--- config.mk ---
export PLATFORM = sky130hd
export DESIGN_NAME = matmul_stream_ctrl_flat
export DESIGN_NICKNAME = d
export VERILOG_FILES = /design/src/rtl/matmul_pkg.sv /design/src/rtl/matmul_stream_ctrl_if.sv /design/src/rtl/matmul_stream_ctrl.sv /design/src/flat_wrapper.sv
export SDC_FILE = /design/constraint.sdc
export NUM_CORES = 1
export LEC_CHECK = 0
export CAP_MARGIN = 0
export CELL_PAD_IN_SITES_DETAIL_PLACEMENT = 1
export CELL_PAD_IN_SITES_GLOBAL_PLACEMENT = 1
export CORE_MARGIN = 2
export CORE_UTILIZATION = 34
export DETAILED_ROUTE_END_ITERATION = 10
export GPL_TIMING_DRIVEN = 0
export PLACE_DENSITY_LB_ADDON = 0.2
export SYNTH_ARGS = -nofsm -noshare
export SYNTH_HDL_FRONTEND = slang
export SYNTH_SLANG_ARGS = --single-unit
--- constraint.sdc ---
create_clock -name clk -period 2.4 [get_ports clk]
set_input_delay 0.48 -clock clk [delete_from_list [all_inputs] [get_ports clk]]
set_output_delay 0.48 -clock clk [all_outputs]
set_load 0.01 [all_outputs]
--- src/rtl/matmul_pkg.sv ---
// Shared types and constants for the 3x3 matmul stream controller.
package matmul_pkg;

    localparam int unsigned DATA_W_DEF  = 8;
    localparam int unsigned ACC_W_DEF   = 16;
    localparam int unsigned TIMEOUT_DEF = 64;
    localparam int unsigned N_ELEM      = 9;
    localparam int unsigned N_OPER      = 18;

    typedef enum logic [1:0] {
        LOAD  = 2'd0,
        CLR   = 2'd1,
        RUN   = 2'd2,
        DRAIN = 2'd3
    } state_t;

    // Slot k of a flattened element bus occupies bits [k*w +: w].
    function automatic int unsigned slot_lo(input int unsigned k, input int unsigned w);
        return k * w;
    endfunction

endpackage

--- src/rtl/matmul_stream_ctrl_if.sv ---
// Operand/result streams plus the systolic-core control bus.
interface matmul_stream_ctrl_if
    import matmul_pkg::*;
#(
    parameter int unsigned DATA_W = DATA_W_DEF,
    parameter int unsigned ACC_W  = ACC_W_DEF
) ();

    logic                       in_valid_i;
    logic [DATA_W-1:0]          in_data_i;
    logic                       in_ready_o;
    logic                       out_valid_o;
    logic [ACC_W-1:0]           out_data_o;
    logic                       out_last_o;
    logic                       out_ready_i;
    logic                       core_rst_o;
    logic                       core_start_o;
    logic [N_ELEM*DATA_W-1:0]   core_a_o;
    logic [N_ELEM*DATA_W-1:0]   core_b_o;
    logic                       core_done_i;
    logic [N_ELEM*ACC_W-1:0]    core_c_i;
    logic                       busy_o;
    logic                       err_o;

    modport master (
        input  in_valid_i, in_data_i, out_ready_i, core_done_i, core_c_i,
        output in_ready_o, out_valid_o, out_data_o, out_last_o,
               core_rst_o, core_start_o, core_a_o, core_b_o, busy_o, err_o
    );

    modport slave (
        output in_valid_i, in_data_i, out_ready_i, core_done_i, core_c_i,
        input  in_ready_o, out_valid_o, out_data_o, out_last_o,
               core_rst_o, core_start_o, core_a_o, core_b_o, busy_o, err_o
    );

endinterface

--- src/rtl/matmul_stream_ctrl.sv ---
// Host-side initiator for the 3x3 systolic core: load 18 operands, clear,
// run with timeout, then stream the 9 results out with last on c9.
module matmul_stream_ctrl
    import matmul_pkg::*;
#(
    parameter int unsigned DATA_W      = DATA_W_DEF,
    parameter int unsigned ACC_W       = ACC_W_DEF,
    parameter int unsigned TIMEOUT_CYC = TIMEOUT_DEF
) (
    input  logic                  clk,
    input  logic                  rst,
    matmul_stream_ctrl_if.master  bus
);

    localparam int unsigned CNT_W = 5;
    localparam int unsigned IDX_W = 4;
    localparam int unsigned TMO_W = $clog2(TIMEOUT_CYC + 1);

    state_t                            state_q, state_d;
    logic [CNT_W-1:0]                  cnt_q, cnt_d;
    logic [IDX_W-1:0]                  idx_q, idx_d;
    logic [TMO_W-1:0]                  tmo_q, tmo_d, tmo_inc;
    logic [N_ELEM-1:0][DATA_W-1:0]     a_q, a_d;
    logic [N_ELEM-1:0][DATA_W-1:0]     b_q, b_d;
    logic [N_ELEM-1:0][ACC_W-1:0]      res_q, res_d;
    logic                              in_ready_q, in_ready_d;
    logic                              out_valid_q, out_valid_d;
    logic [ACC_W-1:0]                  out_data_q, out_data_d;
    logic                              out_last_q, out_last_d;
    logic                              core_rst_q, core_rst_d;
    logic                              core_start_q, core_start_d;
    logic                              busy_q, busy_d;
    logic                              err_q, err_d;
    logic                              in_acc, out_acc;

    assign in_acc  = bus.in_valid_i && in_ready_q;
    assign out_acc = out_valid_q && bus.out_ready_i;
    assign tmo_inc = tmo_q + TMO_W'(1);

    // Next state, datapath updates, and registered-output decode of the next state.
    always_comb begin
        state_d      = state_q;
        cnt_d        = cnt_q;
        idx_d        = idx_q;
        tmo_d        = tmo_q;
        a_d          = a_q;
        b_d          = b_q;
        res_d        = res_q;
        err_d        = err_q;
        out_data_d   = out_data_q;
        in_ready_d   = 1'b0;
        out_valid_d  = 1'b0;
        out_last_d   = 1'b0;
        core_rst_d   = 1'b0;
        core_start_d = 1'b0;
        busy_d       = 1'b0;

        case (state_q)
            LOAD: begin
                if (in_acc) begin
                    for (int unsigned k = 0; k < N_ELEM; k++) begin
                        if (cnt_q == CNT_W'(k))          a_d[k] = bus.in_data_i;
                        if (cnt_q == CNT_W'(k + N_ELEM)) b_d[k] = bus.in_data_i;
                    end
                    if (cnt_q == CNT_W'(N_OPER - 1)) begin
                        state_d = CLR;
                        cnt_d   = '0;
                    end else begin
                        cnt_d = cnt_q + CNT_W'(1);
                    end
                end
            end
            CLR: begin
                // Done may still be high from the previous job; never sampled here.
                state_d = RUN;
                tmo_d   = '0;
            end
            RUN: begin
                if (bus.core_done_i) begin
                    for (int unsigned k = 0; k < N_ELEM; k++) begin
                        res_d[k] = bus.core_c_i[slot_lo(k, ACC_W) +: ACC_W];
                    end
                    state_d = DRAIN;
                    idx_d   = '0;
                    tmo_d   = '0;
                end else if (tmo_inc == TMO_W'(TIMEOUT_CYC)) begin
                    err_d   = 1'b1;
                    state_d = LOAD;
                    cnt_d   = '0;
                    tmo_d   = '0;
                end else begin
                    tmo_d = tmo_inc;
                end
            end
            DRAIN: begin
                if (out_acc) begin
                    if (idx_q == IDX_W'(N_ELEM - 1)) begin
                        state_d = LOAD;
                        idx_d   = '0;
                        cnt_d   = '0;
                    end else begin
                        idx_d = idx_q + IDX_W'(1);
                    end
                end
            end
            default: begin
                state_d = LOAD;
                cnt_d   = '0;
                idx_d   = '0;
                tmo_d   = '0;
            end
        endcase

        in_ready_d   = (state_d == LOAD);
        core_rst_d   = (state_d == CLR);
        core_start_d = (state_d == RUN);
        out_valid_d  = (state_d == DRAIN);
        out_last_d   = (state_d == DRAIN) && (idx_d == IDX_W'(N_ELEM - 1));
        busy_d       = !((state_d == LOAD) && (cnt_d == '0));
        if (state_d == DRAIN) begin
            for (int unsigned k = 0; k < N_ELEM; k++) begin
                if (idx_d == IDX_W'(k)) out_data_d = res_d[k];
            end
        end
    end

    always_ff @(posedge clk) begin
        if (rst) begin
            state_q      <= LOAD;
            cnt_q        <= '0;
            idx_q        <= '0;
            tmo_q        <= '0;
            a_q          <= '0;
            b_q          <= '0;
            res_q        <= '0;
            in_ready_q   <= 1'b1;
            out_valid_q  <= 1'b0;
            out_data_q   <= '0;
            out_last_q   <= 1'b0;
            core_rst_q   <= 1'b0;
            core_start_q <= 1'b0;
            busy_q       <= 1'b0;
            err_q        <= 1'b0;
        end else begin
            state_q      <= state_d;
            cnt_q        <= cnt_d;
            idx_q        <= idx_d;
            tmo_q        <= tmo_d;
            a_q          <= a_d;
            b_q          <= b_d;
            res_q        <= res_d;
            in_ready_q   <= in_ready_d;
            out_valid_q  <= out_valid_d;
            out_data_q   <= out_data_d;
            out_last_q   <= out_last_d;
            core_rst_q   <= core_rst_d;
            core_start_q <= core_start_d;
            busy_q       <= busy_d;
            err_q        <= err_d;
        end
    end

    assign bus.in_ready_o   = in_ready_q;
    assign bus.out_valid_o  = out_valid_q;
    assign bus.out_data_o   = out_data_q;
    assign bus.out_last_o   = out_last_q;
    assign bus.core_rst_o   = core_rst_q;
    assign bus.core_start_o = core_start_q;
    assign bus.core_a_o     = a_q;
    assign bus.core_b_o     = b_q;
    assign bus.busy_o       = busy_q;
    assign bus.err_o        = err_q;

endmodule

--- src/flat_wrapper.sv ---
// flat-port wrapper written by rule: the top's interface ports become plain ports
module matmul_stream_ctrl_flat import matmul_pkg::*;
#(
    parameter int unsigned DATA_W      = DATA_W_DEF,
    parameter int unsigned ACC_W       = ACC_W_DEF,
    parameter int unsigned TIMEOUT_CYC = TIMEOUT_DEF
)
  (clk, rst, bus_in_valid_i, bus_in_data_i, bus_out_ready_i, bus_core_done_i, bus_core_c_i, bus_in_ready_o, bus_out_valid_o, bus_out_data_o, bus_out_last_o, bus_core_rst_o, bus_core_start_o, bus_core_a_o, bus_core_b_o, bus_busy_o, bus_err_o);
  matmul_stream_ctrl_if #(.DATA_W(DATA_W), .ACC_W(ACC_W)) bus_i ();
  input  logic clk;
  input  logic rst;
  input wire logic [$bits(bus_i.in_valid_i)-1:0] bus_in_valid_i;
  input wire logic [$bits(bus_i.in_data_i)-1:0] bus_in_data_i;
  input wire logic [$bits(bus_i.out_ready_i)-1:0] bus_out_ready_i;
  input wire logic [$bits(bus_i.core_done_i)-1:0] bus_core_done_i;
  input wire logic [$bits(bus_i.core_c_i)-1:0] bus_core_c_i;
  output wire logic [$bits(bus_i.in_ready_o)-1:0] bus_in_ready_o;
  output wire logic [$bits(bus_i.out_valid_o)-1:0] bus_out_valid_o;
  output wire logic [$bits(bus_i.out_data_o)-1:0] bus_out_data_o;
  output wire logic [$bits(bus_i.out_last_o)-1:0] bus_out_last_o;
  output wire logic [$bits(bus_i.core_rst_o)-1:0] bus_core_rst_o;
  output wire logic [$bits(bus_i.core_start_o)-1:0] bus_core_start_o;
  output wire logic [$bits(bus_i.core_a_o)-1:0] bus_core_a_o;
  output wire logic [$bits(bus_i.core_b_o)-1:0] bus_core_b_o;
  output wire logic [$bits(bus_i.busy_o)-1:0] bus_busy_o;
  output wire logic [$bits(bus_i.err_o)-1:0] bus_err_o;
  assign bus_i.in_valid_i = bus_in_valid_i;
  assign bus_i.in_data_i = bus_in_data_i;
  assign bus_i.out_ready_i = bus_out_ready_i;
  assign bus_i.core_done_i = bus_core_done_i;
  assign bus_i.core_c_i = bus_core_c_i;
  assign bus_in_ready_o = bus_i.in_ready_o;
  assign bus_out_valid_o = bus_i.out_valid_o;
  assign bus_out_data_o = bus_i.out_data_o;
  assign bus_out_last_o = bus_i.out_last_o;
  assign bus_core_rst_o = bus_i.core_rst_o;
  assign bus_core_start_o = bus_i.core_start_o;
  assign bus_core_a_o = bus_i.core_a_o;
  assign bus_core_b_o = bus_i.core_b_o;
  assign bus_busy_o = bus_i.busy_o;
  assign bus_err_o = bus_i.err_o;
  matmul_stream_ctrl #(.DATA_W(DATA_W), .ACC_W(ACC_W), .TIMEOUT_CYC(TIMEOUT_CYC)) u_core (.clk(clk), .rst(rst), .bus(bus_i));
endmodule
# Yosys cells after proc, flatten, opt, wreduce, memory -nomap -nowiden
# Cells that the tools add are included.
[op_classes] add_sub_neg=3 mul=0 div=0 order_cmp=0 n_eq_ne=33 shifts=0 mux=32 bitwise_logic=1 reduce_logical=32
[ops] op="144-bit 2-to-1 mux" n=2
[ops] op="16-bit 2-to-1 mux" n=9
[ops] op="3-bit AND reduction" n=19
[ops] op="5-bit by 4-bit equality test with 1-bit output (second input constant)" n=8
[ops] op="5-bit 2-to-1 mux" n=6
[ops] op="5-bit by 3-bit equality test with 1-bit output (second input constant)" n=4
[ops] op="4-bit by 3-bit equality test with 1-bit output (second input constant)" n=4
[ops] op="5-bit one-hot mux with 3 select lines" n=1
[ops] op="7-bit 2-to-1 mux" n=2
[ops] op="7-bit one-hot mux with 2 select lines" n=1
[ops] op="2-bit 2-to-1 mux" n=6
[ops] op="4-bit 2-to-1 mux" n=3
[ops] op="5-bit by 2-bit equality test with 1-bit output (second input constant)" n=2
[ops] op="5-bit equality test (second input constant)" n=2
[ops] op="5-bit logical NOT" n=2
[ops] op="9-bit nonzero test" n=1
[ops] op="2-bit equality test (second input constant)" n=4
[ops] op="4-bit by 2-bit equality test with 1-bit output (second input constant)" n=2
[ops] op="4-bit equality test (second input constant)" n=2
[ops] op="2-bit one-hot mux with 4 select lines" n=1
[ops] op="4-bit one-hot mux with 2 select lines" n=1
[ops] op="7-bit by 1-bit adder with 7-bit output (second input constant)" n=1
[ops] op="7-bit equality test (second input constant)" n=1
[ops] op="5-bit by 1-bit adder with 5-bit output (second input constant)" n=1
[ops] op="11 further kinds" n=16
[totals] regBits=329 latchBits=0 ram_bits=0 rom_bits=0 input_bits=157 output_inout_bits=167 word_cells=140 n_memories=0

# Logic depth before layout (Yosys ltp)
[logic_depth] depth_word=14 depth_mapped=14 mapped_depth_nobuf=10

# Worst setup path after synthesis
# No wires, ideal clock.
[synth_path] kind="reg2reg" start="reg u_core.state_q[0]" end="reg u_core.out_data_q[8], in the netlist u_core.bus.out_data_o[8]" setup_ps=116 t_arrival_ps=2507 setup_slack_ps=-222 stages_incl_launch_ff=13 period_less_slack_ps=2622 cell_sequence="dfxtp_1 > inv_1 > ha_1 > buf_4 > mux2i_4 > a221o_1 > a211oi_2 > and3_1 > buf_4 > nand2_1 > o21ai_1 > o211ai_1 > a31o_1"
[synth_via] elab_chain_cells=11 elab_cells_between_ends=34 classes_between="eq/ne (12); mux (18); reduce/logical (4)"
[synth_rtl] item="from (decl)" line_no="matmul_stream_ctrl.sv:19" source="state_t state_q, state_d;"
[synth_rtl] item="from (signal assigned)" line_no="matmul_stream_ctrl.sv:145" source="state_q <= state_d;"
[synth_rtl] item="2-bit equality test" line_no="matmul_stream_ctrl.sv:58" source="case (state_q)"
[synth_rtl] item="4-bit one-hot mux with 2 select lines or 144-bit 2-to-1 mux (tied branches)" line_no="matmul_stream_ctrl.sv:58"
[synth_rtl] item="4-bit by 1-bit equality test with 1-bit output or 16-bit 2-to-1 mux (tied branches)" line_no="matmul_stream_ctrl.sv:122" source="if (idx_d == IDX_W'(k)) out_data_d = res_d[k];"
[synth_rtl] item="16-bit 2-to-1 mux (8 in series)" line_no="matmul_stream_ctrl.sv:122"
[synth_rtl] item="to (signal assigned)" line_no="matmul_stream_ctrl.sv:154" source="out_data_q <= out_data_d;"
[synth_rtl] item="to (decl)" line_no="matmul_stream_ctrl.sv:28" source="logic [ACC_W-1:0] out_data_q, out_data_d;"
# Parallel ways exist; a longest one is shown, timed or not. The select of a mux whose other input is x is not followed.
# A chain may end at the register's enable or synchronous reset.

# Worst setup path after layout
[layout_path] start="reg u_core.state_q[0]" end="reg u_core.out_data_q[4], in the netlist u_core.bus.out_data_o[4]"
# Same word-level chain as after synthesis.

==> summary.md <==
| Metric | Value |
|---|---|
| Post-synth top flop | `dfxtp_1` |
| Pre-CTS setup slack | `-1.04 ns` |
| CP max stage delay | `about 0.47 ns` |
| R2R Setup Slk | `-0.36 ns` |
| Initial core utilization | `around a third` |
| Outcome | `finished with violations` |
| Gpl congestion | `between 0.8 and 0.9` |
| Fin Clk Skew | `around 0.017 ns` |
| Worst-skew pair later-pin latency | `0.56 ns` |
| Antenna viol nets, final | `0` |
| Total GRT Usage | `a little over a quarter` |
| Hold Crit Class | `primary input to flip-flop` |
| Share of synthesized flip-flops with an asynchronous set or reset | `0%` |
| Compound-gate portion of the synthesized area | `between 10% and 20%` |
| Root Buffer | `clkbuf_16` |
| Data required, critical path | `2.90 ns` |
| Worst-margin pin slew | `between 0.9 and 1 ns` |
| # diodes | `0` |
| DP Area | `roughly 0.018 mm2` |
| Final Power | `0.0122 W` |
| Mux cell area share after synthesis | `about 17%` |
| Chip Width | `207 um` |
| Top delay family on crit path | `compound AO/OA/AOI/OAI gates` |
| Max Cap Violations | `0` |
| CTS tree | `built` |
| Unrepaired setup endpoints after global routing | `true` |
| Min Tclk post-route | `approximately 2.8 ns` |
| RR Startpoint | `u_core.state_q[0]` |
| Flops & latches, synth | `roughly 330` |
| Most crowded layer after global routing | `met2` |
| Maximum vdd ir drop | `between 0.6 and 0.7 mV` |
| Arrival @ worst endpoint | `between 3 and 4 ns` |
| Total CTS buffers | `38` |
| Slew Limit Fails | `0` |
| Drt first-iter violations | `around 670` |
| Lkg Pwr | `about 7.2 nW` |
| Worst R2R Path Depth | `12` |
| Main combinational cell family by area after synthesis | `simple AND/OR/NAND/NOR gates` |
| Seq/Total Area, Yosys | `between 40% and 50%` |
| Post-Synthesis Cells | `1570` |
| Slowest stage cell on the critical path | `a221o_2` |
| DRC errors left | `0` |
| First-pass GRT wire length | `a little under 90000 um` |
| Remaining global-route overflow | `0` |
| Worst Setup Path Type | `flip-flop to flip-flop` |
| Crit share post-route | `115%` |
| CP Launch Type | `flip-flop` |
| Worst R2R End | `u_core.bus.out_data_o[4]` |
| Fraction of layout instances using a drive strength above 1 | `between 10% and 20%` |
| Fin nets | `approximately 2200` |
| Post-Syn Area | `0.0140 mm2` |
| Iteration count of the initial detailed-routing pass | `5` |
| Final wirelength | `approximately 60000 um` |
| Violated checks | `negative setup slack` |
| Critical path buffers and inverters | `3` |
| Max Fclk | `362 MHz` |
| Final core occ | `between 50 and 60%` |
| Cell area after layout | `0.0208 mm2` |
| Die height | `approximately 210 um` |
| Commonest non-fill, non-tap cells in the layout | `dfxtp_1, clkdlybuf4s50_1, nor2_1, mux2i_1, nand2_1` |
| Ys Warns | `0` |
| Mean Syn Cell Area | `8.89 um2` |
| Total nets after synthesis | `between 1500 and 2000` |
| Commonest non-fill, non-tap cell in the layout | `dfxtp_1` |
| Yosys cell types | `71` |
| Post-synth EDFFs | `0` |
| Clock transition at the registers of the reported paths | `0.06 ns` |
| CTS Sinks | `329` |
| Hold path cells | `3` |
| CP cell instances | `inv_4 > ha_4 > mux2i_4 > a221o_2 > nor2_4 > nand4_1 > buf_6 > buf_8 > a21oi_1 > o21ai_4 > a31oi_4 > o21a_1` |
| Met1 usage | `31.7%` |
| Final WS setup | `-0.359 ns` |
| HPWL Detailed | `roughly 43000 um` |
| Largest net degree at the start of global routing | `14` |
| Layout filler cell count | `roughly 4600` |
| CP endpoint kind | `flip-flop` |
| Area share of and/or/nand/nor cells after synthesis | `19.0%` |
| Fin cells | `between 2000 and 3000` |
| Die ar. | `around 0.043 mm2` |
| Worst-path fanout max | `7` |
| WL/cell | `roughly 24 um` |
| IO buf count | `roughly 310` |
| Worst Hold Endpoint | `u_core.bus.core_a_o[38]` |
| M3 GR Usage | `around 7.8%` |
| Initial antenna violation count | `2` |
| M2 GR Usage | `between 40% and 50%` |
| Core ar. | `~0.04 mm2` |
| DP Cell Count | `2416` |
| # IOs | `between 300 and 400` |
| Synth Area in Adders | `under 10%` |
| Via count | `between 10000 and 15000` |
| Worst hold start | `bus_in_data_i[6]` |
| Vias in the first global route | `roughly 14000` |
| Fin. Hold Viols | `0` |
| Hold_buf cts | `0` |
| FP Rows | `74` |
| Routed vias/inst | `about 5.3` |
| Area grow syn2layout | `48.8%` |
| Power per Cell Area | `roughly 590 mW/mm2` |
| Xor-xnor portion of the synthesized cell area | `0%` |
| Max-slew headroom | `about a third` |
| Setup-failing EPs final | `17` |
| Clock Path Buffers | `3` |
| Htree depth | `2` |
[final cells by class]
type / instances / area (um2) / share of cell area (%)
Multi-Input combinational cell: 1123 / 7740 / 37.2
Sequential cell: 329 / 6610 / 31.8
Timing Repair Buffer: 379 / 3810 / 18.3
Clock buffer: 57 / 1150 / 5.52
Tap cell: 532 / 666 / 3.20
Buffer: 103 / 644 / 3.10
Clock inverter: 9 / 120 / 0.578
Inverter: 12 / 47.5 / 0.229
[per-layer routing]
| layer | part of all wire (%) | routed length [um] |
|---|---|---|
| met1 | 40 | 24200 |
| met2 | 48 | 28800 |
| met3 | 7.8 | 4710 |
| met4 | 4.5 | 2730 |
| met5 | 0.055 | 33 |
[logic make-up after synthesis]
family	after synthesis
AOI/OAI and AO/OA	262
adders and majority gates	13
buffers and inverters	119
DFF	329
muxes	233
and+or+nand+nor	614
[metrics by stage]
| step | hold WS, ns | setup TNS (ns) |
|---|---|---|
| 6_report | 0.404 | -4.91 |
| 5_1_grt | 0.470 | -6.89 |
| 4_1_cts | 0.414 | -4.63 |
| 3_5_place_dp | 0.445 | -166.18 |
| 3_3_place_gp | 0.439 | -158.83 |
| 2_1_floorplan | 0.433 | -0.00705 |
[Yosys cell counts (7+ instances only)]
cell	count	area share [%]
nor2_1	272	7.3
buf_1	13	0.35
o21a_1	7	0.38
a21oi_1	137	4.9
a31oi_1	15	0.67
o22ai_1	17	0.76
dfxtp_1	329	47
o21ai_0	32	1.1
nand4_1	9	0.40
nand3_1	34	1.2
buf_6	7	0.56
nor3_1	23	0.82
buf_2	29	1.0
clkbuf_1	53	1.4
o21ai_1	9	0.32
inv_1	11	0.30
ha_1	13	1.2
or3_1	7	0.31
mux2i_1	226	16
nand2_1	213	5.7
and3_1	10	0.45
[power breakdown]
part / leakage [nW] / internal, W / switching (W)
registers: 2.66 / 0.00548 / 0.0000165
logic: 3.95 / 0.000329 / 0.000382
clock network: 0.626 / 0.00361 / 0.00239
total: 7.23 / 0.00942 / 0.00279
[flip-flops by register name, summed over array words and instances (netlist names)]
register / flops
u_core.idx_q: 4
u_core.bus.core_start_o: 1
u_core.tmo_q: 7
u_core.bus.out_last_o: 1
u_core.bus.busy_o: 1
u_core.cnt_q: 5
u_core.bus.in_ready_o: 1
u_core.res_q: 144
u_core.bus.err_o: 1
u_core.bus.core_b_o: 72
u_core.bus.core_rst_o: 1
u_core.bus.out_data_o: 16
u_core.state_q: 2
u_core.bus.core_a_o: 72
u_core.bus.out_valid_o: 1
[worst register-to-register path: stages (launching register included)]
cell and delay [ns]:
dfxtp_4 0.39, inv_4 0.06, ha_4 0.18, mux2i_4 0.24
a221o_2 0.47, nor2_4 0.16, nand4_1 0.13, buf_6 0.17
buf_8 0.15, a21oi_1 0.23, o21ai_4 0.11, a31oi_4 0.24
o21a_1 0.16
[worst max path at each step]
| stage | start | to | slack, ns | cells after the start |
|---|---|---|---|---|
| 6_report | u_core.state_q[0] | u_core.bus.out_data_o[4] | -0.36 | 12 |
| 5_1_grt | u_core.state_q[0] | u_core.bus.out_data_o[11] | -0.44 | 13 |
| 4_1_cts | u_core.state_q[1] | u_core.bus.out_data_o[9] | -0.33 | 12 |
| 3_5_place_dp | bus_out_ready_i | u_core.bus.out_data_o[4] | -1.04 | 10 |
| 3_3_place_gp | bus_out_ready_i | u_core.bus.out_data_o[10] | -1.02 | 10 |
| 2_1_floorplan | u_core.state_q[1] | u_core.bus.out_data_o[8] | -0.005 | 12 |
[timing repair]
| item | in CTS | in global routing |
|---|---|---|
| buffers inserted | 42 | 26 |
| cloned | 2 | 1 |
| endpoints found under the setup margin | 236 | 193 |
| resized for setup | 187 | 102 |
| endpoints found under the hold margin | 0 | 0 |
| pin swaps | 53 | 49 |
(Power assumes the default switching activity.)
